<file path="src/rtl/mips_pkg.sv">
// Shared definitions for the multicycle MIPS-I bus CPU: opcodes, function codes,
// the control FSM state type and the instruction field layout.
package mips_pkg;

    localparam logic [31:0] RESET_VECTOR_DEFAULT = 32'hBFC0_0000;

    localparam logic [5:0] OP_SPECIAL = 6'h00;
    localparam logic [5:0] OP_J       = 6'h02;
    localparam logic [5:0] OP_JAL     = 6'h03;
    localparam logic [5:0] OP_BEQ     = 6'h04;
    localparam logic [5:0] OP_BNE     = 6'h05;
    localparam logic [5:0] OP_ADDIU   = 6'h09;
    localparam logic [5:0] OP_SLTI    = 6'h0A;
    localparam logic [5:0] OP_SLTIU   = 6'h0B;
    localparam logic [5:0] OP_ANDI    = 6'h0C;
    localparam logic [5:0] OP_ORI     = 6'h0D;
    localparam logic [5:0] OP_XORI    = 6'h0E;
    localparam logic [5:0] OP_LUI     = 6'h0F;
    localparam logic [5:0] OP_LW      = 6'h23;
    localparam logic [5:0] OP_SW      = 6'h2B;

    localparam logic [5:0] FN_SLL  = 6'h00;
    localparam logic [5:0] FN_SRL  = 6'h02;
    localparam logic [5:0] FN_SRA  = 6'h03;
    localparam logic [5:0] FN_SLLV = 6'h04;
    localparam logic [5:0] FN_SRLV = 6'h06;
    localparam logic [5:0] FN_SRAV = 6'h07;
    localparam logic [5:0] FN_JR   = 6'h08;
    localparam logic [5:0] FN_JALR = 6'h09;
    localparam logic [5:0] FN_ADDU = 6'h21;
    localparam logic [5:0] FN_SUBU = 6'h23;
    localparam logic [5:0] FN_AND  = 6'h24;
    localparam logic [5:0] FN_OR   = 6'h25;
    localparam logic [5:0] FN_XOR  = 6'h26;
    localparam logic [5:0] FN_NOR  = 6'h27;
    localparam logic [5:0] FN_SLT  = 6'h2A;
    localparam logic [5:0] FN_SLTU = 6'h2B;

    typedef enum logic [2:0] {
        S_FETCH,
        S_DECODE,
        S_EXEC,
        S_MEM,
        S_WB,
        S_HALT
    } state_e;

    // R-type view; the I-type immediate is {rd, shamt, funct}.
    typedef struct packed {
        logic [5:0] op;
        logic [4:0] rs;
        logic [4:0] rt;
        logic [4:0] rd;
        logic [4:0] shamt;
        logic [5:0] funct;
    } instr_t;

    function automatic logic [31:0] sext16(input logic [15:0] v);
        return {{16{v[15]}}, v};
    endfunction

endpackage

</file>
<file path="src/rtl/mips_cpu_bus_core_if.sv">
// Avalon-style unified memory bus between the CPU (master) and memory (slave).
interface mips_cpu_bus_core_if;

    logic [31:0] address;
    logic        write;
    logic        read;
    logic        waitrequest;
    logic [31:0] writedata;
    logic [3:0]  byteenable;
    logic [31:0] readdata;

    modport master (
        output address, write, read, writedata, byteenable,
        input  waitrequest, readdata
    );

    modport slave (
        input  address, write, read, writedata, byteenable,
        output waitrequest, readdata
    );

endinterface

</file>
<file path="src/rtl/mips_regfile.sv">
// 32x32 general purpose register file: two asynchronous read ports, one synchronous
// write port, $0 hardwired to zero, and a live tap of $2 for debug.
module mips_regfile (
    input  logic        clk,
    input  logic        rst_n,
    input  logic [4:0]  raddr_a,
    input  logic [4:0]  raddr_b,
    output logic [31:0] rdata_a,
    output logic [31:0] rdata_b,
    input  logic        we,
    input  logic [4:0]  waddr,
    input  logic [31:0] wdata,
    output logic [31:0] v0
);

    logic [31:0] regs_q [32];
    logic [31:0] regs_d [32];

    // Writes to $0 are dropped here, so regs_q[0] never leaves its reset value.
    always_comb begin
        regs_d = regs_q;
        if (we && (waddr != 5'd0)) begin
            regs_d[waddr] = wdata;
        end
    end

    always_ff @(posedge clk or negedge rst_n) begin
        if (!rst_n) begin
            for (int i = 0; i < 32; i++) begin
                regs_q[i] <= '0;
            end
        end else begin
            regs_q <= regs_d;
        end
    end

    assign rdata_a = regs_q[raddr_a];
    assign rdata_b = regs_q[raddr_b];
    assign v0      = regs_q[2];

endmodule

</file>
<file path="src/rtl/mips_cpu_bus_core.sv">
// Multicycle MIPS-I subset CPU on a single unified Avalon-style bus. Boots at
// RESET_VECTOR, honours the branch delay slot and halts when it fetches from address 0.
module mips_cpu_bus_core
    import mips_pkg::*;
#(
    parameter logic [31:0] RESET_VECTOR = RESET_VECTOR_DEFAULT
) (
    input  logic                       clk,
    input  logic                       reset,
    output logic                       active,
    output logic [31:0]                register_v0,
    mips_cpu_bus_core_if.master        bus
);

    state_e      state_q, state_d;
    logic [31:0] pc_q, pc_d;
    logic [31:0] ir_q, ir_d;
    logic        br_pending_q, br_pending_d;
    logic [31:0] br_target_q, br_target_d;

    instr_t      ins;
    logic [15:0] imm;
    logic [31:0] imm_sext;
    logic [31:0] imm_zext;
    logic [31:0] rs_val;
    logic [31:0] rt_val;
    logic [31:0] pc_plus4;
    logic [31:0] pc_plus8;
    logic [31:0] eff_addr;
    logic        is_lw;
    logic        is_sw;

    logic [31:0] alu_result;
    logic        alu_we;
    logic [4:0]  alu_dest;
    logic        take_branch;
    logic [31:0] branch_dest;

    logic        rf_we;
    logic [4:0]  rf_waddr;
    logic [31:0] rf_wdata;

    assign ins      = ir_q;
    assign imm      = ir_q[15:0];
    assign imm_sext = sext16(imm);
    assign imm_zext = {16'h0000, imm};
    assign pc_plus4 = pc_q + 32'd4;
    assign pc_plus8 = pc_q + 32'd8;
    assign eff_addr = rs_val + imm_sext;
    assign is_lw    = (ins.op == OP_LW);
    assign is_sw    = (ins.op == OP_SW);

    mips_regfile u_regfile (
        .clk     (clk),
        .rst_n   (reset),
        .raddr_a (ins.rs),
        .raddr_b (ins.rt),
        .rdata_a (rs_val),
        .rdata_b (rt_val),
        .we      (rf_we),
        .waddr   (rf_waddr),
        .wdata   (rf_wdata),
        .v0      (register_v0)
    );

    always_ff @(posedge clk or negedge reset) begin
        if (!reset) begin
            state_q <= S_FETCH;
        end else begin
            state_q <= state_d;
        end
    end

    always_ff @(posedge clk or negedge reset) begin
        if (!reset) begin
            pc_q         <= RESET_VECTOR;
            ir_q         <= '0;
            br_pending_q <= 1'b0;
            br_target_q  <= '0;
        end else begin
            pc_q         <= pc_d;
            ir_q         <= ir_d;
            br_pending_q <= br_pending_d;
            br_target_q  <= br_target_d;
        end
    end

    always_comb begin
        state_d = state_q;
        case (state_q)
            S_FETCH: begin
                if (pc_q == 32'h0) begin
                    state_d = S_HALT;
                end else if (!bus.waitrequest) begin
                    state_d = S_DECODE;
                end
            end
            S_DECODE: state_d = S_EXEC;
            S_EXEC:   state_d = (is_lw || is_sw) ? S_MEM : S_FETCH;
            S_MEM: begin
                if (!bus.waitrequest) begin
                    state_d = is_lw ? S_WB : S_FETCH;
                end
            end
            S_WB:     state_d = S_FETCH;
            S_HALT:   state_d = S_HALT;
            default:  state_d = S_HALT;
        endcase
    end

    // Execute-stage decode: ALU result, its destination, and any control transfer.
    always_comb begin
        alu_result  = '0;
        alu_we      = 1'b0;
        alu_dest    = ins.rd;
        take_branch = 1'b0;
        branch_dest = pc_plus4 + {imm_sext[29:0], 2'b00};
        case (ins.op)
            OP_SPECIAL: begin
                alu_we = 1'b1;
                case (ins.funct)
                    FN_SLL:  alu_result = rt_val << ins.shamt;
                    FN_SRL:  alu_result = rt_val >> ins.shamt;
                    FN_SRA:  alu_result = $signed(rt_val) >>> ins.shamt;
                    FN_SLLV: alu_result = rt_val << rs_val[4:0];
                    FN_SRLV: alu_result = rt_val >> rs_val[4:0];
                    FN_SRAV: alu_result = $signed(rt_val) >>> rs_val[4:0];
                    FN_ADDU: alu_result = rs_val + rt_val;
                    FN_SUBU: alu_result = rs_val - rt_val;
                    FN_AND:  alu_result = rs_val & rt_val;
                    FN_OR:   alu_result = rs_val | rt_val;
                    FN_XOR:  alu_result = rs_val ^ rt_val;
                    FN_NOR:  alu_result = ~(rs_val | rt_val);
                    FN_SLT:  alu_result = {31'b0, $signed(rs_val) < $signed(rt_val)};
                    FN_SLTU: alu_result = {31'b0, rs_val < rt_val};
                    FN_JR: begin
                        alu_we      = 1'b0;
                        take_branch = 1'b1;
                        branch_dest = rs_val;
                    end
                    FN_JALR: begin
                        alu_result  = pc_plus8;
                        take_branch = 1'b1;
                        branch_dest = rs_val;
                    end
                    default: alu_we = 1'b0;
                endcase
            end
            OP_J: begin
                take_branch = 1'b1;
                branch_dest = {pc_plus4[31:28], ir_q[25:0], 2'b00};
            end
            OP_JAL: begin
                take_branch = 1'b1;
                branch_dest = {pc_plus4[31:28], ir_q[25:0], 2'b00};
                alu_result  = pc_plus8;
                alu_we      = 1'b1;
                alu_dest    = 5'd31;
            end
            OP_BEQ: take_branch = (rs_val == rt_val);
            OP_BNE: take_branch = (rs_val != rt_val);
            OP_ADDIU, OP_SLTI, OP_SLTIU, OP_ANDI, OP_ORI, OP_XORI, OP_LUI: begin
                alu_we   = 1'b1;
                alu_dest = ins.rt;
                case (ins.op)
                    OP_ADDIU: alu_result = rs_val + imm_sext;
                    OP_SLTI:  alu_result = {31'b0, $signed(rs_val) < $signed(imm_sext)};
                    OP_SLTIU: alu_result = {31'b0, rs_val < imm_sext};
                    OP_ANDI:  alu_result = rs_val & imm_zext;
                    OP_ORI:   alu_result = rs_val | imm_zext;
                    OP_XORI:  alu_result = rs_val ^ imm_zext;
                    default:  alu_result = {imm, 16'h0000};
                endcase
            end
            default: ;
        endcase
    end

    // A pending target from the previous instruction wins over PC+4; that is the delay slot.
    always_comb begin
        pc_d         = pc_q;
        ir_d         = ir_q;
        br_pending_d = br_pending_q;
        br_target_d  = br_target_q;
        if (state_q == S_DECODE) begin
            ir_d = bus.readdata;
        end
        if (state_q == S_EXEC) begin
            pc_d         = br_pending_q ? br_target_q : pc_plus4;
            br_pending_d = take_branch;
            br_target_d  = branch_dest;
        end
    end

    always_comb begin
        rf_we    = (state_q == S_WB) || ((state_q == S_EXEC) && alu_we);
        rf_waddr = (state_q == S_WB) ? ins.rt : alu_dest;
        rf_wdata = (state_q == S_WB) ? bus.readdata : alu_result;
    end

    // Strobes are gated by reset so an in-flight access is dropped as soon as reset asserts.
    always_comb begin
        bus.read       = 1'b0;
        bus.write      = 1'b0;
        bus.address    = {pc_q[31:2], 2'b00};
        bus.writedata  = rt_val;
        bus.byteenable = 4'b1111;
        case (state_q)
            S_FETCH: bus.read = reset && (pc_q != 32'h0);
            S_MEM: begin
                bus.address = {eff_addr[31:2], 2'b00};
                bus.read    = reset && is_lw;
                bus.write   = reset && is_sw;
            end
            default: ;
        endcase
    end

    assign active = (state_q != S_HALT);

endmodule

</file>
<file path="src/flat_wrapper.sv">
// flat-port wrapper written by rule: the top's interface ports become plain ports
module mips_cpu_bus_core_flat import mips_pkg::*;
#(
    parameter logic [31:0] RESET_VECTOR = RESET_VECTOR_DEFAULT
)
  (clk, reset, active, register_v0, bus_address, bus_write, bus_read, bus_writedata, bus_byteenable, bus_waitrequest, bus_readdata);
  mips_cpu_bus_core_if bus_i ();
  input  logic clk;
  input  logic reset;
  output logic active;
  output logic [31:0] register_v0;
  output wire logic [$bits(bus_i.address)-1:0] bus_address;
  output wire logic [$bits(bus_i.write)-1:0] bus_write;
  output wire logic [$bits(bus_i.read)-1:0] bus_read;
  output wire logic [$bits(bus_i.writedata)-1:0] bus_writedata;
  output wire logic [$bits(bus_i.byteenable)-1:0] bus_byteenable;
  input wire logic [$bits(bus_i.waitrequest)-1:0] bus_waitrequest;
  input wire logic [$bits(bus_i.readdata)-1:0] bus_readdata;
  assign bus_address = bus_i.address;
  assign bus_write = bus_i.write;
  assign bus_read = bus_i.read;
  assign bus_writedata = bus_i.writedata;
  assign bus_byteenable = bus_i.byteenable;
  assign bus_i.waitrequest = bus_waitrequest;
  assign bus_i.readdata = bus_readdata;
  mips_cpu_bus_core #(.RESET_VECTOR(RESET_VECTOR)) u_core (.clk(clk), .reset(reset), .active(active), .register_v0(register_v0), .bus(bus_i));
endmodule
</file>
<file path="config.mk">
export PLATFORM = sky130hd
export DESIGN_NAME = mips_cpu_bus_core_flat
export DESIGN_NICKNAME = d
export VERILOG_FILES = /design/src/rtl/mips_pkg.sv /design/src/rtl/mips_cpu_bus_core_if.sv /design/src/rtl/mips_regfile.sv /design/src/rtl/mips_cpu_bus_core.sv /design/src/flat_wrapper.sv
export SDC_FILE = /design/constraint.sdc
export NUM_CORES = 2
export LEC_CHECK = 0
export BUFFER_PORTS_ARGS = -buffer_cell sky130_fd_sc_hd__buf_2
export CELL_PAD_IN_SITES_DETAIL_PLACEMENT = 1
export CELL_PAD_IN_SITES_GLOBAL_PLACEMENT = 2
export CORE_ASPECT_RATIO = 2
export CORE_UTILIZATION = 25
export DETAILED_ROUTE_END_ITERATION = 6
export PLACE_DENSITY = 0.52
export SYNTH_ARGS = -nofsm -noshare
export SYNTH_HDL_FRONTEND = slang
export SYNTH_SLANG_ARGS = --single-unit
</file>
<file path="constraint.sdc">
create_clock -name clk -period 14.4 [get_ports clk]
set_input_delay 0.72 -clock clk [delete_from_list [all_inputs] [get_ports clk]]
set_output_delay 0.72 -clock clk [all_outputs]
set_load 0.05 [all_outputs]
</file>
### Yosys cells after proc, flatten, opt, wreduce, memory -nomap -nowiden

Index checks and enable logic that the tools add are counted.

* $add $sub $neg: 6
* $lt $le $gt $ge: 8
* equality and inequality tests: 37
* shift-type cells: 6
* muxes and demuxes: 31
* bitwise operators: 10
* reduce and logical (&&, ||, !) cells: 20

Operator list (number)
* $bwmux 1024: 1
* $pmux 32 s15: 1
* $bmux 32 s5: 2
* $mux 32: 9
* $pmux 32 s6: 1
* $demux 32 s5: 1
* $add 32x32->32: 3
* $lt 32x32->1: 3
* $pmux 32 s3: 1
* $pmux 32 s2: 1
* $shl 32x5->32: 2
* $shr 32x5->32: 2
* $sshr 32x5->32: 2
* $eq 6x6->1 const B: 10
* $eq 6x4->1 const B: 9
* $add 32x3->32 const B: 1
* $add 32x4->32 const B: 1
* $and 32x16->32: 1
* $and 32x32->32: 1
* $eq 32x32->1: 1
* $logic_not 32->1: 1
* $lt 32x16->1: 1
* $ne 32x32->1: 1
* $not 32->32: 1
* 35 further kinds: 61

* flip-flop bits (word level): 1124
* bits of input ports: 35
* output and inout bits: 103
* word-level logic and storage cells: 155

### Longest topological paths before layout

* depth after elaboration: 10
* gate-level depth with buffers: 30
* depth with buffers taken out: 20

### Hierarchy

A second synthesis with hierarchy kept.

* cells, all modules: 7964
* area total of the unflattened synthesis: 79711.4 um^2

By module, submodules not included
* mips_regfile: times used 1, cells an instance 4633, area an instance 56177.6 um^2, sequential area each 25624.6 um^2
* mips_cpu_bus_core: times used 1, cells an instance 3331, area an instance 23533.8 um^2, sequential area each 2513.7 um^2

### Worst setup path before layout

OpenSTA, ideal clock, no wires.

* path type: register to output
* start point: reg u_core.ir_q[21], in the netlist u_core.ins[21]
* end point: out bus_address[30]
* arrival time: 7539 ps
* data required time: 13680 ps
* slack: 6141 ps
* cell stages (with the launch flop): 25
* buffers on the path: 7
* cells stage by stage: dfrtp_1 -> buf_2 -> buf_2 -> buf_1 -> buf_2 -> buf_1 -> clkbuf_1 -> buf_1 -> mux4_2 -> mux4_2 -> mux2_2 -> inv_1 -> ha_1 -> o31a_1 -> o21ai_0 -> nor2_1 -> a211oi_1 -> o221ai_1 -> a211oi_1 -> o21bai_1 -> a21oi_1 -> nor2_1 -> nor2_1 -> xnor2_1 -> o21ai_0

* longest elaborated chain between the ends: 6

RTL lines
* start, declared: line mips_cpu_bus_core.sv:17 `logic [31:0] ir_q, ir_d;`
* start signal, assigned: line mips_cpu_bus_core.sv:82 `ir_q <= ir_d;`
* $not 5->6 (implied by the code): line mips_regfile.sv:37 `assign rdata_a = regs_q[raddr_a];`
* $bmux 32 s5: line mips_regfile.sv:37
* $mux 32 (implied by the code) (2 in series): line mips_regfile.sv:37
* $add 32x32->32: line mips_cpu_bus_core.sv:49 `assign eff_addr = rs_val + imm_sext;`
* $mux 32: line mips_cpu_bus_core.sv:208 `case (state_q)`
* end, declared: line flat_wrapper.sv:12 `output wire logic [$bits(bus_i.address)-1:0] bus_address;`

Every way passes these cells. The select of a mux whose other input is x is not followed.

### Worst setup path in the final report

* start point: reg u_core.ir_q[22], in the netlist u_core.ins[22]
* end point: out bus_address[26]

The elaborated chain is that of the path after synthesis.

==> qor.txt <==
FLOORPLAN
------------------------------------------------------------------------------------------
Std cell rows                                                                          289
Full die area                                                                   0.3147 mm²
Core region area                                                                0.3103 mm²
Number of top-level pins                                                               138
Overall die height                                                                792.4 µm
Width of the die                                                                  397.2 µm
Initial cell density of the core                                                    25.17%

JOB
------------------------------------------------------------------------------------------
Number of violations of the max-capacitance limit                                        7

LAYOUT
------------------------------------------------------------------------------------------
Final layout net count                                                                7615
Most frequent standard cell in the layout excluding fill and tap cells        sky130_fd_sc_hd__dfrtp_1
Most frequent cells in the layout                                             1101 x sky130_fd_sc_hd__dfrtp_1, 727 x sky130_fd_sc_hd__mux2_2, 664 x sky130_fd_sc_hd__nand2_1
Area Growth Syn to Fin                                                              13.70%
Share of layout cells above drive strength 1                                        28.18%

SYNTHESIS
------------------------------------------------------------------------------------------
Predominant post-synthesis flop cell                                          sky130_fd_sc_hd__dfrtp_1
Synthesized flop and latch total                                                      1124
Fraction of the yosys area taken by sequential cells                                36.03%
Share of flip-flops with an asynchronous set or reset                               100.0%
Number of instances in the synthesized netlist                                        7416
Count of distinct cell types in the synthesized netlist                                100
Summed instance area of the synthesized netlist                                0.07809 mm²
Mean cell area of the mapped netlist                                             10.53 µm²
Number of enable flip-flop cells after synthesis                                         0
Total number of yosys warnings                                                           0

SETUP PATH
------------------------------------------------------------------------------------------
Sort of element at the end of the critical path                                 output pin
Worst EP required                                                                 13.68 ns
Maximum net fanout on the critical path                                                 72
Critical path startpoint category                                                 register
Data arrival, critical path                                                        9.28 ns
Class of the most critical setup path                                         register to output pin

CTS
------------------------------------------------------------------------------------------
Cts bufs inserted                                                                      116
Clock edge transition at the registers on the reported setup and hold paths        0.07 ns
Root Driver                                                                   sky130_fd_sc_hd__clkbuf_16
Clock sink total                                                                      1124
Clock Latency Late Sink                                                            0.85 ns
Max Buffers Root-to-Sink                                                                 3
CTS tree                                                                             built
Setup Buffers After CTS                                                                  0
Number of H-tree branching levels                                                        3

TIMING
------------------------------------------------------------------------------------------
Hold slack final                                                                 0.1100 ns
Period Utilization, post-route                                                      69.47%
Setup TNS                                                                             0 ns
Fin Clk Skew                                                                     0.1212 ns
Transition time of the tightest slew-check pin                                    1.751 ns
Max Clock Freq                                                                   99.96 MHz
Hold Violations, Final                                                                   0
Slew Limit Headroom                                                                -17.82%
Unrepaired setup endpoints after global routing                                      false
Count of pins over their slew limit                                                     12
Total of endpoints with negative setup slack in the final report                         0
Final critical-path required period                                               10.00 ns

PLACE
------------------------------------------------------------------------------------------
Port bufs                                                                              131
Placer Congestion                                                                    1.040
Half-perimeter wire length of the detailed placement result                      368000 µm

POWER AND IR DROP
------------------------------------------------------------------------------------------
Ratio of total power to cell area                                             293.9 mW/mm²
IR Drop Worst-Case VDD                                                            185.8 µV
Static leakage                                                                    37.73 nW

DRT
------------------------------------------------------------------------------------------
Final antenna-violating net count                                                        0
Remaining DRCs                                                                           0
Total routed wirelength                                                          498200 µm
Via count                                                                            68530
Number of vias per cell                                                              5.937
Iteration count of the initial detailed-routing pass                                     6
Routed WL per cell                                                                43.17 µm
Initial drt markers                                                                   5682

STATUS
------------------------------------------------------------------------------------------
Violated checks                                                               max-capacitance violations, max-slew violations
Status                                                                        complete, but fails checks

GLOBAL ROUTE
------------------------------------------------------------------------------------------
Combined global-route utilization of all metal layers                               31.44%
Maximum number of pins on one net before global-route repair                           156
Overall overflow remaining after global route                                            0
Number of global-route vias before repair                                            72020
First-pass GRT wire length                                                       670900 µm
Initial antenna violation count                                                         53

HOLD PATH
------------------------------------------------------------------------------------------
Tightest Hold Check Type                                                      input pin to register

[final cells by class]
type / instances / area (µm²)
antenna: 36 / 90.09
clock buffer: 161 / 3343
clock inverter: 57 / 790.8
fill: 34520 / 221500
inverter: 165 / 626.9
multi-input combinational: 5409 / 46990
sequential: 1124 / 28180
tap: 4074 / 5097
timing repair buffer: 516 / 3670
[per-stage QoR]
stage          power [W]  utilization (%)  area (µm²)  instances  setup WS (ns)
6_report         0.02610            28.62       88790      11540          4.396
5_1_grt          0.02671            28.59       88710      11510          4.366
4_1_cts          0.02569            28.57       88650      11500          4.543
3_5_place_dp     0.02218            27.24       84510      11280          5.193
3_3_place_gp     0.02209            27.23       84480      11280          5.243
2_1_floorplan    0.01388                -       78100       7420          6.141
[registers in the layout, indices dropped and copies added (netlist names)]
signal,cells
u_core.u_regfile.regs_q,992
u_core.br_target_q,32
u_core.ins,32
u_core.pc_q,32
u_core.u_regfile.v0,32
u_core.state_q,3
u_core.br_pending_q,1
[power by group]
part / internal (W) / leakage, nW / total, W / switching, W
Combinational: 0.00516 / 21.5 / 0.0180 / 0.0128
Clock: 0.00190 / 2.02 / 0.00342 / 0.00152
Sequential: 0.00381 / 14.2 / 0.00473 / 0.000914
Total: 0.0109 / 37.7 / 0.0261 / 0.0152
[path summary, 6_finish.rpt]
kind,start,endpoint,slack [ns],depth (start not counted)
max in group asynchronous,reset,u_core.u_regfile.regs_q[891]$_DFFE_PN0P_,9.68,6
worst max register to register,u_core.ins[20]$_DFFE_PN0N_,u_core.u_regfile.regs_q[59]$_DFFE_PN0P_,4.81,20
worst min register to register,u_core.u_regfile.regs_q[1008]$_DFFE_PN0P_,u_core.u_regfile.regs_q[1008]$_DFFE_PN0P_,0.40,0
worst min-delay path,bus_readdata[6],u_core.ins[6]$_DFFE_PN0N_,0.11,3
worst max-delay path,u_core.ins[22]$_DFFE_PN0N_,bus_address[26],4.40,21
min in group asynchronous,reset,u_core.u_regfile.v0[5]$_DFFE_PN0P_,0.55,2
[routing by layer]
layer  GRT usage (%)  vias to the layer above  part of all wire [%]
met1           29.92                    36480                    32
met3           5.789                     1533                   4.5
met5               0                        -                 0.018
li1                -                    27660                     -
met2           55.18                     2835                    51
met4           32.54                       14                    12
[logic make-up (layout without fill, tap and decap cells)]
| family | Yosys count | count (layout) | share of synthesized area [%] |
|---|---|---|---|
| flops | 1124 | 1124 | 36.03 |
| fa+ha+maj | 248 | 248 | 4.012 |
| compound gates | 1798 | 1798 | 14.94 |
| other cells | 2 | 42 | 0.009617 |
| buf+inv | 887 | 899 | 4.885 |
| simple gates | 1591 | 1591 | 9.048 |
| xor+xnor | 139 | 139 | 1.559 |
| mux | 1627 | 1627 | 29.51 |
[critical path: stages (launching register included)]
cell and delay, ns:
sky130_fd_sc_hd__dfrtp_4 0.75, sky130_fd_sc_hd__buf_12 0.48, sky130_fd_sc_hd__buf_4 0.69, sky130_fd_sc_hd__mux2i_1 0.36, sky130_fd_sc_hd__a22oi_1 0.11, sky130_fd_sc_hd__a21oi_1 0.22
sky130_fd_sc_hd__or4_1 0.17, sky130_fd_sc_hd__buf_4 0.35, sky130_fd_sc_hd__inv_6 0.16, sky130_fd_sc_hd__ha_1 0.29, sky130_fd_sc_hd__fa_1 0.47, sky130_fd_sc_hd__a21o_1 0.20
sky130_fd_sc_hd__a21oi_1 0.35, sky130_fd_sc_hd__o21ai_0 0.27, sky130_fd_sc_hd__a211oi_1 1.09, sky130_fd_sc_hd__o221ai_1 0.54, sky130_fd_sc_hd__a21oi_1 0.44, sky130_fd_sc_hd__o21a_1 0.19
sky130_fd_sc_hd__o21bai_1 0.08, sky130_fd_sc_hd__xnor2_1 0.46, sky130_fd_sc_hd__o21ai_0 0.29, sky130_fd_sc_hd__buf_2 0.30
[repair_timing]
action,CTS,global route
resized for setup,0,0
endpoints found under the hold margin,44,0
endpoints found under the setup margin,0,0
hold buffers,1,0
[cell usage after synthesis, types with 22 or more instances]
library cell / instances / area [µm²]
sky130_fd_sc_hd__buf_4: 52 / 390.4
sky130_fd_sc_hd__ha_1: 244 / 3053
sky130_fd_sc_hd__o21bai_1: 33 / 247.7
sky130_fd_sc_hd__o22ai_1: 65 / 406.6
sky130_fd_sc_hd__a222oi_1: 25 / 250.2
sky130_fd_sc_hd__a31oi_1: 39 / 244.0
sky130_fd_sc_hd__buf_2: 59 / 295.3
sky130_fd_sc_hd__o31ai_1: 68 / 510.5
sky130_fd_sc_hd__xnor2_1: 87 / 762.0
sky130_fd_sc_hd__a221oi_1: 57 / 499.2
sky130_fd_sc_hd__a21oi_1: 392 / 1962
sky130_fd_sc_hd__nor3_1: 79 / 395.4
sky130_fd_sc_hd__buf_6: 22 / 247.7
sky130_fd_sc_hd__o211ai_1: 52 / 390.4
sky130_fd_sc_hd__nand2b_1: 35 / 219.0
sky130_fd_sc_hd__and2_1: 24 / 150.1
sky130_fd_sc_hd__a22oi_1: 204 / 1531
sky130_fd_sc_hd__clkbuf_1: 505 / 1896
sky130_fd_sc_hd__nand2_1: 665 / 2496
sky130_fd_sc_hd__and3_1: 34 / 212.7
sky130_fd_sc_hd__nor4_1: 43 / 269.0
sky130_fd_sc_hd__nor2_1: 445 / 1670
sky130_fd_sc_hd__inv_1: 152 / 570.6
sky130_fd_sc_hd__xor2_1: 52 / 455.4
sky130_fd_sc_hd__o21ai_0: 474 / 2372
sky130_fd_sc_hd__mux4_2: 466 / 10500
sky130_fd_sc_hd__mux2_2: 727 / 8187
sky130_fd_sc_hd__buf_1: 81 / 304.0
sky130_fd_sc_hd__a21o_1: 54 / 405.4
sky130_fd_sc_hd__a211oi_1: 78 / 585.6
sky130_fd_sc_hd__mux2i_1: 432 / 4324
sky130_fd_sc_hd__nand3_1: 112 / 560.5
sky130_fd_sc_hd__dfrtp_1: 1115 / 27900
sky130_fd_sc_hd__o221ai_1: 39 / 341.6
sky130_fd_sc_hd__nand4_1: 38 / 237.7
No activity file was read; power rests on OpenSTA's default activity.
